==> src/rtl/i2c_target_regs_if.sv <==
// Pin-level I2C target bus plus the simple register port it feeds.
interface i2c_target_regs_if;
  logic       scl_i;
  logic       sda_i;
  logic       sda_oe;
  logic       wr_stb;
  logic [7:0] wr_addr;
  logic [7:0] wr_data;
  logic [7:0] rd_addr;
  logic [7:0] rd_data;
  logic       busy;

  modport master (output scl_i, sda_i, rd_data,
                  input  sda_oe, wr_stb, wr_addr, wr_data, rd_addr, busy);
  modport slave  (input  scl_i, sda_i, rd_data,
                  output sda_oe, wr_stb, wr_addr, wr_data, rd_addr, busy);
endinterface

==> src/rtl/i2c_target_regs.sv <==
// I2C target emulating a pointer-addressed register map: address match,
// register pointer, streaming writes out / reads in over a register port.
module i2c_in_filter #(
  parameter int GLITCH_CYC = 2
) (
  input  logic clk,
  input  logic rst_n,
  input  logic d,
  output logic q
);
  logic [1:0]            sync;
  logic [GLITCH_CYC-1:0] hist;

  // Idle bus is high, so everything resets to 1 to avoid a phantom START.
  always_ff @(posedge clk or negedge rst_n) begin
    if (!rst_n) begin
      sync <= '1;
      hist <= '1;
      q    <= 1'b1;
    end else begin
      sync <= {sync[0], d};
      hist <= (hist << 1) | GLITCH_CYC'(sync[1]);
      if (&hist)       q <= 1'b1;
      else if (~|hist) q <= 1'b0;
    end
  end
endmodule

module i2c_target_regs #(
  parameter logic [6:0] DEV_ADDR   = 7'h10,
  parameter int         GLITCH_CYC = 2
) (
  input logic              clk,
  input logic              rst_n,
  i2c_target_regs_if.slave bus
);
  typedef enum logic [3:0] {IDLE, ADDR, ACK_A, PTR, ACK_P, WDATA, ACK_W, RDATA, MACK} state_t;

  state_t     state_q, state_d;
  logic [3:0] bitcnt_q, bitcnt_d;
  logic [7:0] sh_q, sh_d, ptr_q, ptr_d;
  logic [7:0] wr_addr_q, wr_addr_d, wr_data_q, wr_data_d;
  logic       sda_oe_q, sda_oe_d, busy_q, busy_d, wr_stb_q, wr_stb_d;
  logic       rw_q, rw_d, nack_q, nack_d;

  logic [1:0] raw, filt, filt_q;
  logic       scl_f, sda_f, scl_rise, scl_fall, start, stop;
  logic [7:0] byte_in;

  assign raw = {bus.scl_i, bus.sda_i};
  for (genvar i = 0; i < 2; i++) begin : g_filt
    i2c_in_filter #(.GLITCH_CYC(GLITCH_CYC)) u_filt (
      .clk(clk), .rst_n(rst_n), .d(raw[i]), .q(filt[i]));
  end

  always_ff @(posedge clk or negedge rst_n) begin
    if (!rst_n) filt_q <= '1;
    else        filt_q <= filt;
  end

  assign scl_f    = filt[1];
  assign sda_f    = filt[0];
  assign scl_rise = scl_f & ~filt_q[1];
  assign scl_fall = ~scl_f & filt_q[1];
  assign start    = scl_f & filt_q[1] & filt_q[0] & ~sda_f;
  assign stop     = scl_f & filt_q[1] & ~filt_q[0] & sda_f;
  assign byte_in  = {sh_q[6:0], sda_f};

  always_ff @(posedge clk or negedge rst_n) begin
    if (!rst_n) begin
      state_q   <= IDLE;
      bitcnt_q  <= '0;
      sh_q      <= '0;
      ptr_q     <= '0;
      wr_addr_q <= '0;
      wr_data_q <= '0;
      sda_oe_q  <= 1'b0;
      busy_q    <= 1'b0;
      wr_stb_q  <= 1'b0;
      rw_q      <= 1'b0;
      nack_q    <= 1'b0;
    end else begin
      state_q   <= state_d;
      bitcnt_q  <= bitcnt_d;
      sh_q      <= sh_d;
      ptr_q     <= ptr_d;
      wr_addr_q <= wr_addr_d;
      wr_data_q <= wr_data_d;
      sda_oe_q  <= sda_oe_d;
      busy_q    <= busy_d;
      wr_stb_q  <= wr_stb_d;
      rw_q      <= rw_d;
      nack_q    <= nack_d;
    end
  end

  // bitcnt 8 in an ACK state means "8th fall pending", 9 means "ACK driven".
  always_comb begin
    state_d   = state_q;
    bitcnt_d  = bitcnt_q;
    sh_d      = sh_q;
    ptr_d     = ptr_q;
    wr_addr_d = wr_addr_q;
    wr_data_d = wr_data_q;
    sda_oe_d  = sda_oe_q;
    busy_d    = busy_q;
    wr_stb_d  = 1'b0;
    rw_d      = rw_q;
    nack_d    = nack_q;
    if (start) begin
      state_d  = ADDR;
      bitcnt_d = '0;
      sda_oe_d = 1'b0;
    end else if (stop) begin
      state_d  = IDLE;
      sda_oe_d = 1'b0;
      busy_d   = 1'b0;
    end else begin
      case (state_q)
        ADDR: if (scl_rise) begin
          sh_d     = byte_in;
          bitcnt_d = bitcnt_q + 4'd1;
          if (bitcnt_q == 4'd7) begin
            if (byte_in[7:1] == DEV_ADDR) begin
              state_d = ACK_A;
              rw_d    = byte_in[0];
              busy_d  = 1'b1;
            end else begin
              state_d = IDLE;
              busy_d  = 1'b0;
            end
          end
        end
        PTR, WDATA: if (scl_rise) begin
          sh_d     = byte_in;
          bitcnt_d = bitcnt_q + 4'd1;
          if (bitcnt_q == 4'd7) begin
            if (state_q == PTR) begin
              ptr_d   = byte_in;
              state_d = ACK_P;
            end else begin
              wr_stb_d  = 1'b1;
              wr_addr_d = ptr_q;
              wr_data_d = byte_in;
              ptr_d     = ptr_q + 8'd1;
              state_d   = ACK_W;
            end
          end
        end
        ACK_A, ACK_P, ACK_W: if (scl_fall) begin
          if (bitcnt_q == 4'd8) begin
            sda_oe_d = 1'b1;
            bitcnt_d = 4'd9;
          end else begin
            bitcnt_d = '0;
            sda_oe_d = 1'b0;
            if (state_q != ACK_A) state_d = WDATA;
            else if (!rw_q)       state_d = PTR;
            else begin
              state_d  = RDATA;
              sh_d     = bus.rd_data;
              sda_oe_d = ~bus.rd_data[7];
            end
          end
        end
        RDATA: begin
          if (scl_rise) bitcnt_d = bitcnt_q + 4'd1;
          else if (scl_fall) begin
            if (bitcnt_q == 4'd8) begin
              sda_oe_d = 1'b0;
              ptr_d    = ptr_q + 8'd1;
              state_d  = MACK;
            end else begin
              sh_d     = sh_q << 1;
              sda_oe_d = ~sh_q[6];
            end
          end
        end
        MACK: begin
          if (scl_rise) nack_d = sda_f;
          else if (scl_fall) begin
            if (nack_q) state_d = IDLE;
            else begin
              state_d  = RDATA;
              bitcnt_d = '0;
              sh_d     = bus.rd_data;
              sda_oe_d = ~bus.rd_data[7];
            end
          end
        end
        IDLE:    ;
        default: state_d = IDLE;
      endcase
    end
  end

  assign bus.sda_oe  = sda_oe_q;
  assign bus.wr_stb  = wr_stb_q;
  assign bus.wr_addr = wr_addr_q;
  assign bus.wr_data = wr_data_q;
  assign bus.rd_addr = ptr_q;
  assign bus.busy    = busy_q;
endmodule
==> src/flat_wrapper.sv <==
// flat-port wrapper written by rule: the top's interface ports become plain ports
module i2c_target_regs_flat 
#(
  parameter logic [6:0] DEV_ADDR   = 7'h10,
  parameter int         GLITCH_CYC = 2
)
  (clk, rst_n, bus_scl_i, bus_sda_i, bus_rd_data, bus_sda_oe, bus_wr_stb, bus_wr_addr, bus_wr_data, bus_rd_addr, bus_busy);
  i2c_target_regs_if bus_i ();
  input logic clk;
  input logic rst_n;
  input wire logic [$bits(bus_i.scl_i)-1:0] bus_scl_i;
  input wire logic [$bits(bus_i.sda_i)-1:0] bus_sda_i;
  input wire logic [$bits(bus_i.rd_data)-1:0] bus_rd_data;
  output wire logic [$bits(bus_i.sda_oe)-1:0] bus_sda_oe;
  output wire logic [$bits(bus_i.wr_stb)-1:0] bus_wr_stb;
  output wire logic [$bits(bus_i.wr_addr)-1:0] bus_wr_addr;
  output wire logic [$bits(bus_i.wr_data)-1:0] bus_wr_data;
  output wire logic [$bits(bus_i.rd_addr)-1:0] bus_rd_addr;
  output wire logic [$bits(bus_i.busy)-1:0] bus_busy;
  assign bus_i.scl_i = bus_scl_i;
  assign bus_i.sda_i = bus_sda_i;
  assign bus_i.rd_data = bus_rd_data;
  assign bus_sda_oe = bus_i.sda_oe;
  assign bus_wr_stb = bus_i.wr_stb;
  assign bus_wr_addr = bus_i.wr_addr;
  assign bus_wr_data = bus_i.wr_data;
  assign bus_rd_addr = bus_i.rd_addr;
  assign bus_busy = bus_i.busy;
  i2c_target_regs #(.DEV_ADDR(DEV_ADDR), .GLITCH_CYC(GLITCH_CYC)) u_core (.clk(clk), .rst_n(rst_n), .bus(bus_i));
endmodule
==> config.mk <==
export PLATFORM = sky130hd
export DESIGN_NAME = i2c_target_regs_flat
export DESIGN_NICKNAME = d
export VERILOG_FILES = /design/src/rtl/i2c_target_regs_if.sv /design/src/rtl/i2c_target_regs.sv /design/src/flat_wrapper.sv
export SDC_FILE = /design/constraint.sdc
export NUM_CORES = 1
export LEC_CHECK = 0
export ABC_AREA = 0
export CAP_MARGIN = 40
export CORE_MARGIN = 5
export CORE_UTILIZATION = 30
export DETAILED_ROUTE_END_ITERATION = 8
export HOLD_SLACK_MARGIN = 0.15
export PLACE_DENSITY_LB_ADDON = 0.05
export SYNTH_ARGS = -nofsm -noshare
export SYNTH_HDL_FRONTEND = slang
export SYNTH_HIERARCHICAL = 1
export SYNTH_SLANG_ARGS = --single-unit
==> constraint.sdc <==
create_clock -name clk -period 2.3 [get_ports clk]
set_input_delay 0.46 -clock clk [delete_from_list [all_inputs] [get_ports clk]]
set_output_delay 0.46 -clock clk [all_outputs]
set_load 0.005 [all_outputs]
# Yosys cells after proc, flatten, opt, wreduce, memory -nomap -nowiden
# Cells that the tools add are included.
# Widths: inputs -> output; s select.
[totals] out_inout_bits=27 regBits=56 word_cells=185
[classes] addsub=2 bitwise_logic=18 eq_ne=47 reduce_logical=25 mux=75
[op_table] operator="$mux 4" n=22
[op_table] operator="$mux 7" n=11
[op_table] operator="$mux 8" n=6
[op_table] operator="$ne 4x1->1 const B" n=8
[op_table] operator="$pmux 7 s4" n=1
[op_table] operator="$mux 1" n=27
[op_table] operator="$pmux 4 s6" n=1
[op_table] operator="$eq 4x3->1 const B" n=5
[op_table] operator="$ne 2x1->1 const B" n=9
[op_table] operator="$ne 2x2->1 const B" n=8
[op_table] operator="$pmux 8 s2" n=1
[op_table] operator="$reduce_and 14->1" n=1
[op_table] operator="$reduce_and 7->1" n=2
[op_table] operator="$ne 3x1->1 const B" n=4
[op_table] operator="$ne 4x4->1 const B" n=3
[op_table] operator="$pmux 4 s3" n=1
[op_table] operator="$reduce_and 12->1" n=1
[op_table] operator="$reduce_and 6->1" n=2
[op_table] operator="$not 1->1" n=9
[op_table] operator="$add 8x1->8 const B" n=1
[op_table] operator="$eq 4x2->1 const B" n=2
[op_table] operator="$eq 4x4->1 const B" n=2
[op_table] operator="$ne 4x2->1 const B" n=2
[op_table] operator="$reduce_and 4->1" n=2
[op_table] operator="other kinds (18)" n=36

# Depth between registers and ports, before layout
# Gate-level depths: netlist of run 1.
[depth] word_depth=8 depth_mapped=8 ltp_nobuf=7

# Cells and area by module
# Netlist of run 1, hierarchy kept.
[modules_own_cells] module="i2c_target_regs" cells_per_inst=266 area_each_um2=2726.4 n_inst=1 seq_area_each_um2=1153.6
[modules_own_cells] module="i2c_in_filter" cells_per_inst=7 area_each_um2=158.9 n_inst=2 seq_area_each_um2=131.4

# Worst setup path before layout of run 1
# Ideal clock, no wire load.
[synth_timing] kind="register to register" from="reg u_core.state_q[2]" to="reg u_core.sh_q[1]" stages_incl_launch_ff=6 t_required_ns=2.175 n_path_buf=1 setup_slack_ns=0.310 setup_ns=0.125 synth_period_minus_slack_ns=1.990 arrival_ns=1.865 cell_sequence="dfrtp_1 -> buf_6 -> or3b_2 -> a21oi_2 -> mux2_2 -> mux2_2"
[synth_via] elab_chain_len=4 word_cells_on_any_way=25
[synth_lines] item="start: declaration" line="i2c_target_regs.sv:39" rtl="state_t state_q, state_d;"
[synth_lines] item="start signal: assignment" line="i2c_target_regs.sv:83" rtl="state_q <= state_d;"
[synth_lines] item="$eq 4x2->1, or another cell as far along" line="i2c_target_regs.sv:119" rtl="case (state_q)"
[synth_lines] item="$reduce_or 3->1, on equally long branches"
[synth_lines] item="$ne 2x1->1 (no line), or another cell as far along"
[synth_lines] item="$reduce_and 14->1 (no line)"
[synth_lines] item="end signal: assignment" line="i2c_target_regs.sv:73" rtl="sh_q <= '0;"
[synth_lines] item="end signal: assignment" line="i2c_target_regs.sv:85" rtl="sh_q <= sh_d;"
[synth_lines] item="end: declaration" line="i2c_target_regs.sv:41" rtl="logic [7:0] sh_q, sh_d, ptr_q, ptr_d;"
# Parallel ways exist; a longest one is shown, timed or not.
# A chain may end at the register's enable or synchronous reset.

# Worst setup path in the final report of run 1
[layout_timing] from="reg u_core.state_q[2]" to="reg u_core.sh_q[5]"
# The elaborated chain is that of the path after synthesis.

==> metrics.md, run 1 <==
| Metric | Value |
|---|---|
| Gpl congestion | `0.859` |
| Worst Path Arrival | `2.36 ns` |
| Crit-path cells | `buf_4 > nor3_2 > nand2_2 > a311oi_2 > o2111ai_4 > mux2_2` |
| Die width | `between 100 and 150 µm` |
| Io pins | `39` |
| Worst VDD drop | `0.254 mV` |
| Drt first-iter violations | `82` |
| Largest net degree at the start of global routing | `26` |
| Vias per inst | `between 4 and 5` |
| Slew HR | `0.643` |
| Yosys cell types | `between 60 and 70` |
| Overall die height | `between 100 and 150 µm` |
| Setup TNS | `0 ns` |
| CTS max path bufs | `2` |
| Area of the die | `12300 µm²` |
| Synth Warn # | `6` |
| Status | `complete, no violations` |
| CTS tree | `built` |
| Final non-filler cell total | `roughly 460` |
| Reg2Reg Setup Slack | `roughly 0.13 ns` |
| Post-synthesis sequential area ratio | `0.465` |
| Cell count after synthesis | `280` |
| Tot GR Track Use | `0.124` |
| Critical Path Max Stage Delay | `0.48 ns` |
| Initial Util | `0.310` |
| TritonRoute pass-1 iters | `6` |
| Antenna diodes | `0` |
| Stages on the worst setup path | `6` |
| Max-cap violations | `0` |
| Global-route wire length before repair | `12.6 mm` |
| Asr flop ratio synth | `1.00` |
| Post-Syn Area | `3040 µm²` |
| Hpwl dp | `5.43 mm` |
| Sink Count | `56` |
| DRC errors left | `0` |
| CP Capture Type | `flop` |
| Post-CTS Setup Repair Bufs | `0` |
| Vias | `2281` |
| Final period util | `0.942` |
| CP Launch Type | `flop` |
| RSZ-0062 raised after global routing | `no` |
| Final net count | `347` |
| Final setup violation count | `0` |
| Initial antenna violation count | `0` |
| Row count | `36` |
| Tmin final | `2.17 ns` |
| Total Wirelength | `~7.4 mm` |
| Hold path depth | `0` |
| Worst path bufs/invs | `1` |
| Layout cell share with drive strength beyond 1 | `0.287` |
| Final hold vios | `0` |
| Fmax | `461 MHz` |
| Crit Path Max Fanout | `9` |
| Fin. max-slew vios | `0` |
| Hold WC Path Type | `reg2reg` |
| Synth Net Count | `297` |
| Core ar. | `approximately 10000 µm²` |
| Pleak | `between 1.5 and 2 nW` |
| Mapped Avg Cell Area | `10.9 µm²` |
| Clk pin slew, worst setup/hold paths | `~0.1 ns` |
| PD cells | `514 nW/µm²` |
| H-tree Lvls | `2` |
| Drt wl/cell | `16.0 µm` |
| ANT nets after route | `0` |
| CTS root buf | `clkbuf_8` |
| Placed Cells | `455` |
| Worst slew pin tran | `0.535 ns` |
| Setup CP Type | `reg2reg` |
| Clock Latency Late Sink | `0.31 ns` |
| Area delta synth->final | `23.3%` |
| Depth of the most critical reg-to-reg path | `6` |
| Crit-path slowest cell | `dfrtp_2` |
| Most used DFF post-synth | `dfrtp_1` |
| TritonCTS Buffers | `5` |
| Post-synth EDFFs | `0` |
| CP required | `2.49 ns` |
| Synthesized flop and latch total | `56` |
| I/O Buffers | `38` |
| Vias in the first global route | `2340` |
| Grt ovf | `0` |
| Clock Skews | `0.0102 ns` |
| CP top delay family | `compound AO/OA/AOI/OAI gates` |
## worst paths after layout
kind,start,to
setup / recovery,u_core/state_q[2]$_DFFE_PN0P_,u_core/sh_q[5]$_DFFE_PN0P_
hold / removal,u_core/g_filt[1].u_filt/sync[0]$_DFF_PN1_,u_core/g_filt[1].u_filt/sync[1]$_DFF_PN1_
setup reg to reg,u_core/state_q[2]$_DFFE_PN0P_,u_core/sh_q[5]$_DFFE_PN0P_
hold reg to reg,u_core/g_filt[1].u_filt/sync[0]$_DFF_PN1_,u_core/g_filt[1].u_filt/sync[1]$_DFF_PN1_
max in group asynchronous,rst_n,u_core/g_filt[0].u_filt/q$_DFFE_PN1P_
min in group asynchronous,rst_n,u_core/bitcnt_q[2]$_DFFE_PN0P_
## sequential cells by signal (all words and copies together), names as in the netlist
signal / count
u_core/nack_q: 1
u_core/filt_q: 2
u_core/rw_q: 1
u_core/g_filt.u_filt/hist: 4
u_core/bus.wr_stb: 1
u_core/sh_q: 7
u_core/bus.sda_oe: 1
u_core/bus.wr_addr: 8
u_core/bus.wr_data: 8
u_core/bus.busy: 1
u_core/g_filt.u_filt/sync: 4
u_core/g_filt.u_filt/q: 2
u_core/bus.rd_addr: 8
u_core/bitcnt_q: 4
u_core/state_q: 4
## logic make-up (layout without fill, tap and decap cells)
kind of cell,count (synthesis),in the layout,synth area share
simple gates,95,95,0.176
compound gates,65,65,0.152
mux,34,34,0.127
fa+ha+maj,5,5,0.0206
flops,56,56,0.465
buf+inv,24,75,0.0563
xor+xnor,1,1,0.00288
## metrics by stage
step	total power [mW]	worst slack, ns	hold WS, ns	utilization	instance area (µm²)
6_report	1.93	0.133	0.360	0.382	3750
5_1_grt	2.03	0.00906	0.370	0.382	3750
4_1_cts	1.97	0.0930	0.363	0.381	3740
3_5_place_dp	1.30	0.127	0.347	0.369	3620
3_3_place_gp	1.30	0.125	0.346	0.369	3620
2_1_floorplan	1.19	0.310	0.164	-	3040
## Yosys cell counts (all sizes together), types with 3 or more instances
cell / number / area share
dfstp: 12 / 0.10
and2: 4 / 0.0086
nand2b: 8 / 0.016
nand2: 27 / 0.033
mux2: 32 / 0.12
nand3b: 5 / 0.016
a21oi: 23 / 0.042
nor3: 7 / 0.013
a31oi: 4 / 0.010
nor2: 14 / 0.018
nand3: 11 / 0.020
inv: 8 / 0.0099
nor2b: 3 / 0.0062
o22ai: 6 / 0.012
o21ai: 15 / 0.025
dfrtp: 44 / 0.36
clkbuf: 5 / 0.013
ha: 5 / 0.021
buf: 11 / 0.033
## power by group
| group | switching (mW) | internal, mW | total [mW] |
|---|---|---|---|
| logic | 0.0896 | 0.106 | 0.196 |
| clock network | 0.327 | 0.324 | 0.651 |
| registers | 0.0464 | 1.03 | 1.08 |
| total | 0.463 | 1.46 | 1.93 |
## worst reg2reg max path, stage by stage (launching register included)
cell and delay, ns:
dfrtp_2 0.48, buf_4 0.17, nor3_2 0.26, nand2_2 0.14
a311oi_2 0.39, o2111ai_4 0.26, mux2_2 0.34
## timing repair
action                                  CTS  global route
hold endpoints to repair                  6             0
hold buffers                              1             0
gates resized for setup                   0             3
endpoints found under the setup margin    0             7
## layout make-up
type / count / area, µm²
Sequential cell: 56 / 1420
Timing Repair Buffer: 59 / 561
Clock buffer: 6 / 72.6
Tap cell: 133 / 166
Inverter: 8 / 30.0
Multi-Input combinational cell: 200 / 1470
Clock inverter: 2 / 35.0
Fill cell: 1016 / 6070
## placed cells by master (no fill, tap or decap), types with 2 or more instances in the layout
master and instances:
dfrtp_1 43, clkdlybuf4s50_1 37, mux2_2 30, nand2_1 26, a21oi_1 20, buf_4 18, o21ai_0 15, nor2_1 13
dfstp_2 12, nand3_1 10, inv_1 8, nand2b_1 8, nor3_1 6, o22ai_1 6, clkbuf_8 5, ha_1 5
nand3b_1 4, and2_1 3, nor2b_1 3, a31oi_1 3, a21oi_2 3, mux2i_1 2, or3b_2 2, nor4_1 2
a22o_1 2, and4_1 2, o31ai_1 2, mux2_4 2, buf_12 2
## routing by layer
layer,share of wire,vias up,global-route usage
met4,0.0065,0,0.0271
met2,0.45,62,0.187
li1,-,1109,-
met5,0,-,0
met1,0.49,1106,0.181
met3,0.052,4,0.0284
(Power assumes the default switching activity.)
==> inputs of run 2 (changes only) <==
--- a/config.mk
+++ b/config.mk
@@ -5,10 +5,9 @@
 export SDC_FILE = /design/constraint.sdc
 export NUM_CORES = 1
 export LEC_CHECK = 0
-export ABC_AREA = 0
 export CAP_MARGIN = 40
 export CORE_MARGIN = 5
-export CORE_UTILIZATION = 30
+export CORE_UTILIZATION = 35
 export DETAILED_ROUTE_END_ITERATION = 8
 export HOLD_SLACK_MARGIN = 0.15
 export PLACE_DENSITY_LB_ADDON = 0.05
==> metrics.md, run 2 (synthesis results as in run 1) <==
| Metric | Value |
|---|---|
| CP required | `2.51 ns (+0.02 ns)` |
| Gpl congestion | `0.857 (-0.20%)` |
| Grt ovf | `0 (unchanged)` |
| Fin. max-slew vios | `0 (unchanged)` |
| Vias in the first global route | `2397 (+2.4%)` |
| Clock Latency Late Sink | `0.31 ns (about the same)` |
| Max-cap violations | `0 (unchanged)` |
| I/O Buffers | `38 (unchanged)` |
| Final net count | `345 (-0.58%)` |
| Clock Skews | `0.0130 ns (+0.00281 ns)` |
| Slew HR | `0.636 (-0.00776)` |
| Drt wl/cell | `16.4 µm (+2.4%)` |
| Initial Util | `0.354 (+0.0442)` |
| Final hold vios | `0 (unchanged)` |
| Worst slew pin tran | `0.547 ns (+0.0116 ns)` |
| TritonCTS Buffers | `5 (unchanged)` |
| Vias per inst | `5.26 (+7.1%)` |
| CTS tree | `built` |
| Post-CTS Setup Repair Bufs | `0 (unchanged)` |
| Area delta synth->final | `20.7%` |
| Tot GR Track Use | `0.143 (+0.0190)` |
| Multi-input gate area | `1460 µm² (-0.94%)` |
| Final setup violation count | `0 (unchanged)` |
| CP Launch Type | `flop` |
| Crit Path Max Fanout | `8 (-1)` |
| Crit-path slowest cell | `dfrtp_1` |
| Worst Path Arrival | `2.32 ns (-0.04 ns)` |
| Total Wirelength | `7.17 mm (-3.5%)` |
| Area post-placement | `3570 µm² (-1.3%)` |
| H-tree Lvls | `2 (unchanged)` |
| Status | `complete, no violations` |
| TritonRoute pass-1 iters | `4 (-2)` |
| Clk pin slew, worst setup/hold paths | `0.11 ns (about the same)` |
| Pleak | `1.56 nW (-1.3%)` |
| Layout Utilization | `0.427 (+0.0454)` |
| # resized after CTS | `0 (unchanged)` |
| ANT nets after route | `0 (unchanged)` |
| Final instance area | `3670 µm² (-2.1%)` |
| CTS max path bufs | `2 (unchanged)` |
| Setup CP Type | `reg2reg` |
| Antenna diodes | `0 (unchanged)` |
| Depth of the most critical reg-to-reg path | `6 (unchanged)` |
| Hold WC Path Type | `reg2reg` |
| Vias | `2300 (+0.83%)` |
| Placed Cells | `428 (-5.9%)` |
| Overall die height | `103 µm (-6.8%)` |
| RSZ-0062 raised after global routing | `no` |
| Hold-fix buffers at CTS | `1 (unchanged)` |
| Most frequent cells in the layout | `dfrtp_1 (44), clkdlybuf4s50_1 (37), mux2_2 (30)` |
| Hpwl dp | `5.32 mm (-2.0%)` |
| Drt first-iter violations | `104 (+27%)` |
| Final non-filler cell total | `437 (-5.8%)` |
| Row count | `34 (-5.6%)` |
| Io pins | `39 (unchanged)` |
| Tot Pwr | `1.83 mW (-5.3%)` |
| CP Capture Type | `flop` |
| Layout cell share with drive strength beyond 1 | `0.280 (-0.00737)` |
| Most common cell after layout, fill and taps aside | `dfrtp_1` |
| Largest net degree at the start of global routing | `22 (-15%)` |
| Setup TNS | `0 ns (unchanged)` |
| Area of the die | `10700 µm² (-13%)` |
| Hold path depth | `0 (unchanged)` |
| Crit-path cells | `buf_4 > nand2b_1 > a2bb2oi_1 > a22oi_1 > a211o_1 > a22o_1` |
| Initial antenna violation count | `0 (unchanged)` |
| Register area | `1420 µm² (about the same)` |
| Global-route wire length before repair | `12.1 mm (-3.4%)` |
| Critical Path Max Stage Delay | `0.48 ns (about the same)` |
| Worst VDD drop | `0.259 mV (+2.0%)` |
| Core ar. | `8590 µm² (-12%)` |
| PD cells | `497 nW/µm² (-3.2%)` |
| Fillers | `846 (-17%)` |
| Fmax | `473 MHz (+2.4%)` |
| Tmin final | `2.12 ns (-0.0518 ns)` |
| DRC errors left | `0 (unchanged)` |
| CTS root buf | `clkbuf_8` |
| Sink Count | `56 (unchanged)` |
| Die width | `103 µm (-6.8%)` |
| Final period util | `0.920 (-0.0225)` |
## run 2: cell count changes in the layout (fill, tap and decap cells not counted)
cell | previous run | this run
clkinvlp_4 | 0 | 1
inv_6 | 0 | 1
nand2_2 | 1 | 0
clkbuf_1 | 1 | 0
nand2_1 | 26 | 27
o2111ai_2 | 0 | 1
dfrtp_1 | 43 | 44
buf_4 | 18 | 16
o2111ai_4 | 1 | 0
dfrtp_2 | 1 | 0
bufinv_16 | 1 | 0
## run 2: cell type report
type                            instances  area share
Clock buffer                            5      0.0187
Clock inverter                          3     0.00579
Inverter                                8     0.00817
Multi-Input combinational cell        200       0.396
Sequential cell                        56       0.386
Tap cell                              108      0.0368
Timing Repair Buffer                   57       0.149
## run 2: path summary, 6_finish.rpt
| path | slack (ns) | from | to |
|---|---|---|---|
| worst max-delay path | 0.18 | u_core/state_q[1]$_DFFE_PN0P_ | u_core/state_q[1]$_DFFE_PN0P_ |
| worst min-delay path | 0.36 | u_core/g_filt[1].u_filt/sync[0]$_DFF_PN1_ | u_core/g_filt[1].u_filt/sync[1]$_DFF_PN1_ |
| worst max register to register | 0.18 | u_core/state_q[1]$_DFFE_PN0P_ | u_core/state_q[1]$_DFFE_PN0P_ |
| worst min register to register | 0.36 | u_core/g_filt[1].u_filt/sync[0]$_DFF_PN1_ | u_core/g_filt[1].u_filt/sync[1]$_DFF_PN1_ |
| max in group asynchronous | 1.30 | rst_n | u_core/g_filt[1].u_filt/q$_DFFE_PN1P_ |
| min in group asynchronous | 0.47 | rst_n | u_core/bus.wr_data[2]$_DFFE_PN0P_ |
## run 2: critical path: cells and delay by family (launching register included)
family | cells | cell delay (ns)
AOI/OAI and AO/OA | 4 | 1.19
and+or+nand+nor | 1 | 0.16
DFF | 1 | 0.48
buffers and inverters | 1 | 0.19
## run 2: metrics by stage
| step | hold WS [ns] | worst slack [ns] |
|---|---|---|
| 2_1_floorplan | 0.164 | 0.310 |
| 3_3_place_gp | 0.279 | 0.167 |
| 3_5_place_dp | 0.281 | 0.227 |
| 4_1_cts | 0.363 | 0.204 |
| 5_1_grt | 0.366 | 0.0404 |
| 6_report | 0.362 | 0.184 |
## run 2: routing by layer
metal,wire length (µm),GRT usage,up-vias
li1,-,-,1113
met2,3280,0.218,56
met4,83,0.0408,0
met5,0,0,-
met3,248,0.0248,8
met1,3560,0.208,1123
## run 2: power breakdown
| part | internal (mW) | switching (mW) | total (mW) |
|---|---|---|---|
| sequential | 1.03 | 0.0442 | 1.08 |
| combinational | 0.102 | 0.0901 | 0.192 |
| clock | 0.217 | 0.338 | 0.555 |
| total | 1.35 | 0.472 | 1.83 |
==> inputs of run 3 (changes only) <==
--- a/config.mk
+++ b/config.mk
@@ -11,6 +11,7 @@
 export DETAILED_ROUTE_END_ITERATION = 8
 export HOLD_SLACK_MARGIN = 0.15
 export PLACE_DENSITY_LB_ADDON = 0.05
+export RECOVER_POWER = 25
 export SYNTH_ARGS = -nofsm -noshare
 export SYNTH_HDL_FRONTEND = slang
 export SYNTH_HIERARCHICAL = 1
==> metrics.md, run 3 (synthesis results as in run 1) <==
| Metric | Value |
|---|---|
| Most common cell after layout, fill and taps aside | `dfrtp_1` |
| Vias | `2300 (unchanged)` |
| Worst VDD drop | `0.256 mV (-0.91%)` |
| Clock Latency Late Sink | `0.31 ns (about the same)` |
| Crit Path Max Fanout | `15 (+7)` |
| Final non-filler cell total | `437 (unchanged)` |
| Final hold vios | `0 (unchanged)` |
| Multi-input gate area | `1460 µm² (unchanged)` |
| CP Launch Type | `flop` |
| Post-CTS Setup Repair Bufs | `0 (unchanged)` |
| Largest net degree at the start of global routing | `22 (unchanged)` |
| Worst slew pin tran | `0.992 ns (+0.446 ns)` |
| Clk pin slew, worst setup/hold paths | `0.11 ns (about the same)` |
| Crit. Startpoint | `u_core/state_q[0]$_DFFE_PN0P_` |
| Core ar. | `8590 µm² (unchanged)` |
| Grt ovf | `0 (unchanged)` |
| Setup TNS | `0 ns (unchanged)` |
| Drt first-iter violations | `104 (unchanged)` |
| CTS root buf | `clkbuf_8` |
| Gpl congestion | `0.857 (unchanged)` |
| Drt wl/cell | `16.4 µm (about the same)` |
| Most frequent cells in the layout | `dfrtp_1 (44), clkdlybuf4s50_1 (35), mux2_2 (30)` |
| Layout cell share with drive strength beyond 1 | `0.264 (-0.0152)` |
| Area of the die | `10700 µm² (unchanged)` |
| CTS tree | `built` |
| DRC errors left | `0 (unchanged)` |
| Hpwl dp | `5.32 mm (unchanged)` |
| ANT nets after route | `0 (unchanged)` |
| CP required | `2.51 ns (about the same)` |
| Antenna diodes | `0 (unchanged)` |
| Worst Path Arrival | `2.33 ns (about the same)` |
| Tot GR Track Use | `0.143 (unchanged)` |
| Total Wirelength | `7.18 mm (about the same)` |
| Final period util | `0.921 (+0.00133)` |
| Clock Skews | `0.0155 ns (+0.00248 ns)` |
| Final net count | `345 (unchanged)` |
| Slew HR | `0.338 (-0.297)` |
| Global-route wire length before repair | `12.1 mm (unchanged)` |
| CP Capture Type | `flop` |
| Tot Pwr | `1.83 mW (about the same)` |
| Worst r2r src | `u_core/state_q[0]$_DFFE_PN0P_` |
| Hold WC Path Type | `reg2reg` |
| Fillers | `851 (+0.59%)` |
| Die width | `103 µm (unchanged)` |
| H-tree Lvls | `2 (unchanged)` |
| Fin. max-slew vios | `0 (unchanged)` |
| Initial antenna violation count | `0 (unchanged)` |
| Register area | `1420 µm² (unchanged)` |
| Io pins | `39 (unchanged)` |
| Area delta synth->final | `20.4%` |
| Initial Util | `0.354 (unchanged)` |
| TritonCTS Buffers | `5 (unchanged)` |
| Hold_sp | `u_core/g_filt[1].u_filt/sync[0]$_DFF_PN1_` |
| PD cells | `498 nW/µm² (+0.27%)` |
| Placed Cells | `428 (unchanged)` |
| TritonRoute pass-1 iters | `4 (unchanged)` |
| Status | `complete, no violations` |
| Row count | `34 (unchanged)` |
| Critical Path Max Stage Delay | `0.65 ns (+0.17 ns)` |
| Min Hold Slack | `0.362 ns (+0.0000610 ns)` |
| Max-cap violations | `0 (unchanged)` |
| Sink Count | `56 (unchanged)` |
| CTS max path bufs | `2 (unchanged)` |
| Vias in the first global route | `2397 (unchanged)` |
| Pleak | `1.55 nW (-0.68%)` |
| Crit-path slowest cell | `dfrtp_1` |
| I/O Buffers | `38 (unchanged)` |
| Crit-path cells | `nand2b_1 > a2bb2oi_1 > a22oi_1 > a211o_1 > a22o_1` |
| RSZ-0062 raised after global routing | `no` |
| Tmin final | `2.12 ns (+0.00305 ns)` |
| Fmax | `472 MHz (-0.14%)` |
| Setup CP Type | `reg2reg` |
| Final setup violation count | `0 (unchanged)` |
| Overall die height | `103 µm (unchanged)` |
| Vias per inst | `5.26 (unchanged)` |
[run 3: cell types whose count changed in the layout (fill, tap and decap cells not counted)]
cell	change
buf_2	-1
buf_4	-2
clkbuf_1	+3
clkdlybuf4s50_1	-2
dfstp_1	+2
dfstp_2	-2
dlygate4sd3_1	+2
[run 3: worst paths after layout]
path | endpoint | slack, ns | cells after the start
worst max-delay path | u_core/state_q[1]$_DFFE_PN0P_ | 0.18 | 5
worst min-delay path | u_core/g_filt[1].u_filt/sync[1]$_DFF_PN1_ | 0.36 | 0
worst max register to register | u_core/state_q[1]$_DFFE_PN0P_ | 0.18 | 5
worst min register to register | u_core/g_filt[1].u_filt/sync[1]$_DFF_PN1_ | 0.36 | 0
max in group asynchronous | u_core/bus.rd_addr[0]$_DFFE_PN0P_ | 0.59 | 3
min in group asynchronous | u_core/bus.wr_data[2]$_DFFE_PN0P_ | 0.51 | 2
[run 3: where the power goes]
part / internal, mW / switching, mW / total (mW)
sequential: 1.03 / 0.0443 / 1.08
clock: 0.217 / 0.341 / 0.558
combinational: 0.0997 / 0.0903 / 0.190
total: 1.35 / 0.476 / 1.83
[run 3: metal layers]
metal,GRT usage,vias to the layer above,part of all wire
li1,-,1112,-
met1,0.208,1122,0.50
met5,0,-,0
met4,0.0408,0,0.012
met2,0.218,58,0.46
met3,0.0248,8,0.035
[run 3: metrics by stage]
stage          utilization  cell area [µm²]  setup WS [ns]
2_1_floorplan            -             3040          0.310
3_3_place_gp         0.416             3570          0.167
3_5_place_dp         0.416             3570          0.227
4_1_cts              0.427             3670          0.204
5_1_grt              0.426             3660         0.0404
6_report             0.426             3660          0.181
[run 3: repair_timing]
| item | 4_1_cts | 5_1_grt |
|---|---|---|
| hold endpoints to repair | 3 | 0 |
| resized for setup | 0 | 0 |
| hold buffers | 1 | 0 |
[run 3: area by class of cell]
| class | instances | area share |
|---|---|---|
| Clock inverter | 3 | 0.00580 |
| Timing Repair Buffer | 57 | 0.146 |
| Tap cell | 108 | 0.0369 |
| Multi-Input combinational cell | 200 | 0.397 |
| Inverter | 8 | 0.00819 |
| Sequential cell | 56 | 0.386 |
| Clock buffer | 5 | 0.0188 |
[run 3: critical path: cells and delay by family, from the launching register on]
kind,cells,cell delay (ns)
compound gates,4,1.18
simple gates,1,0.19
flops,1,0.65
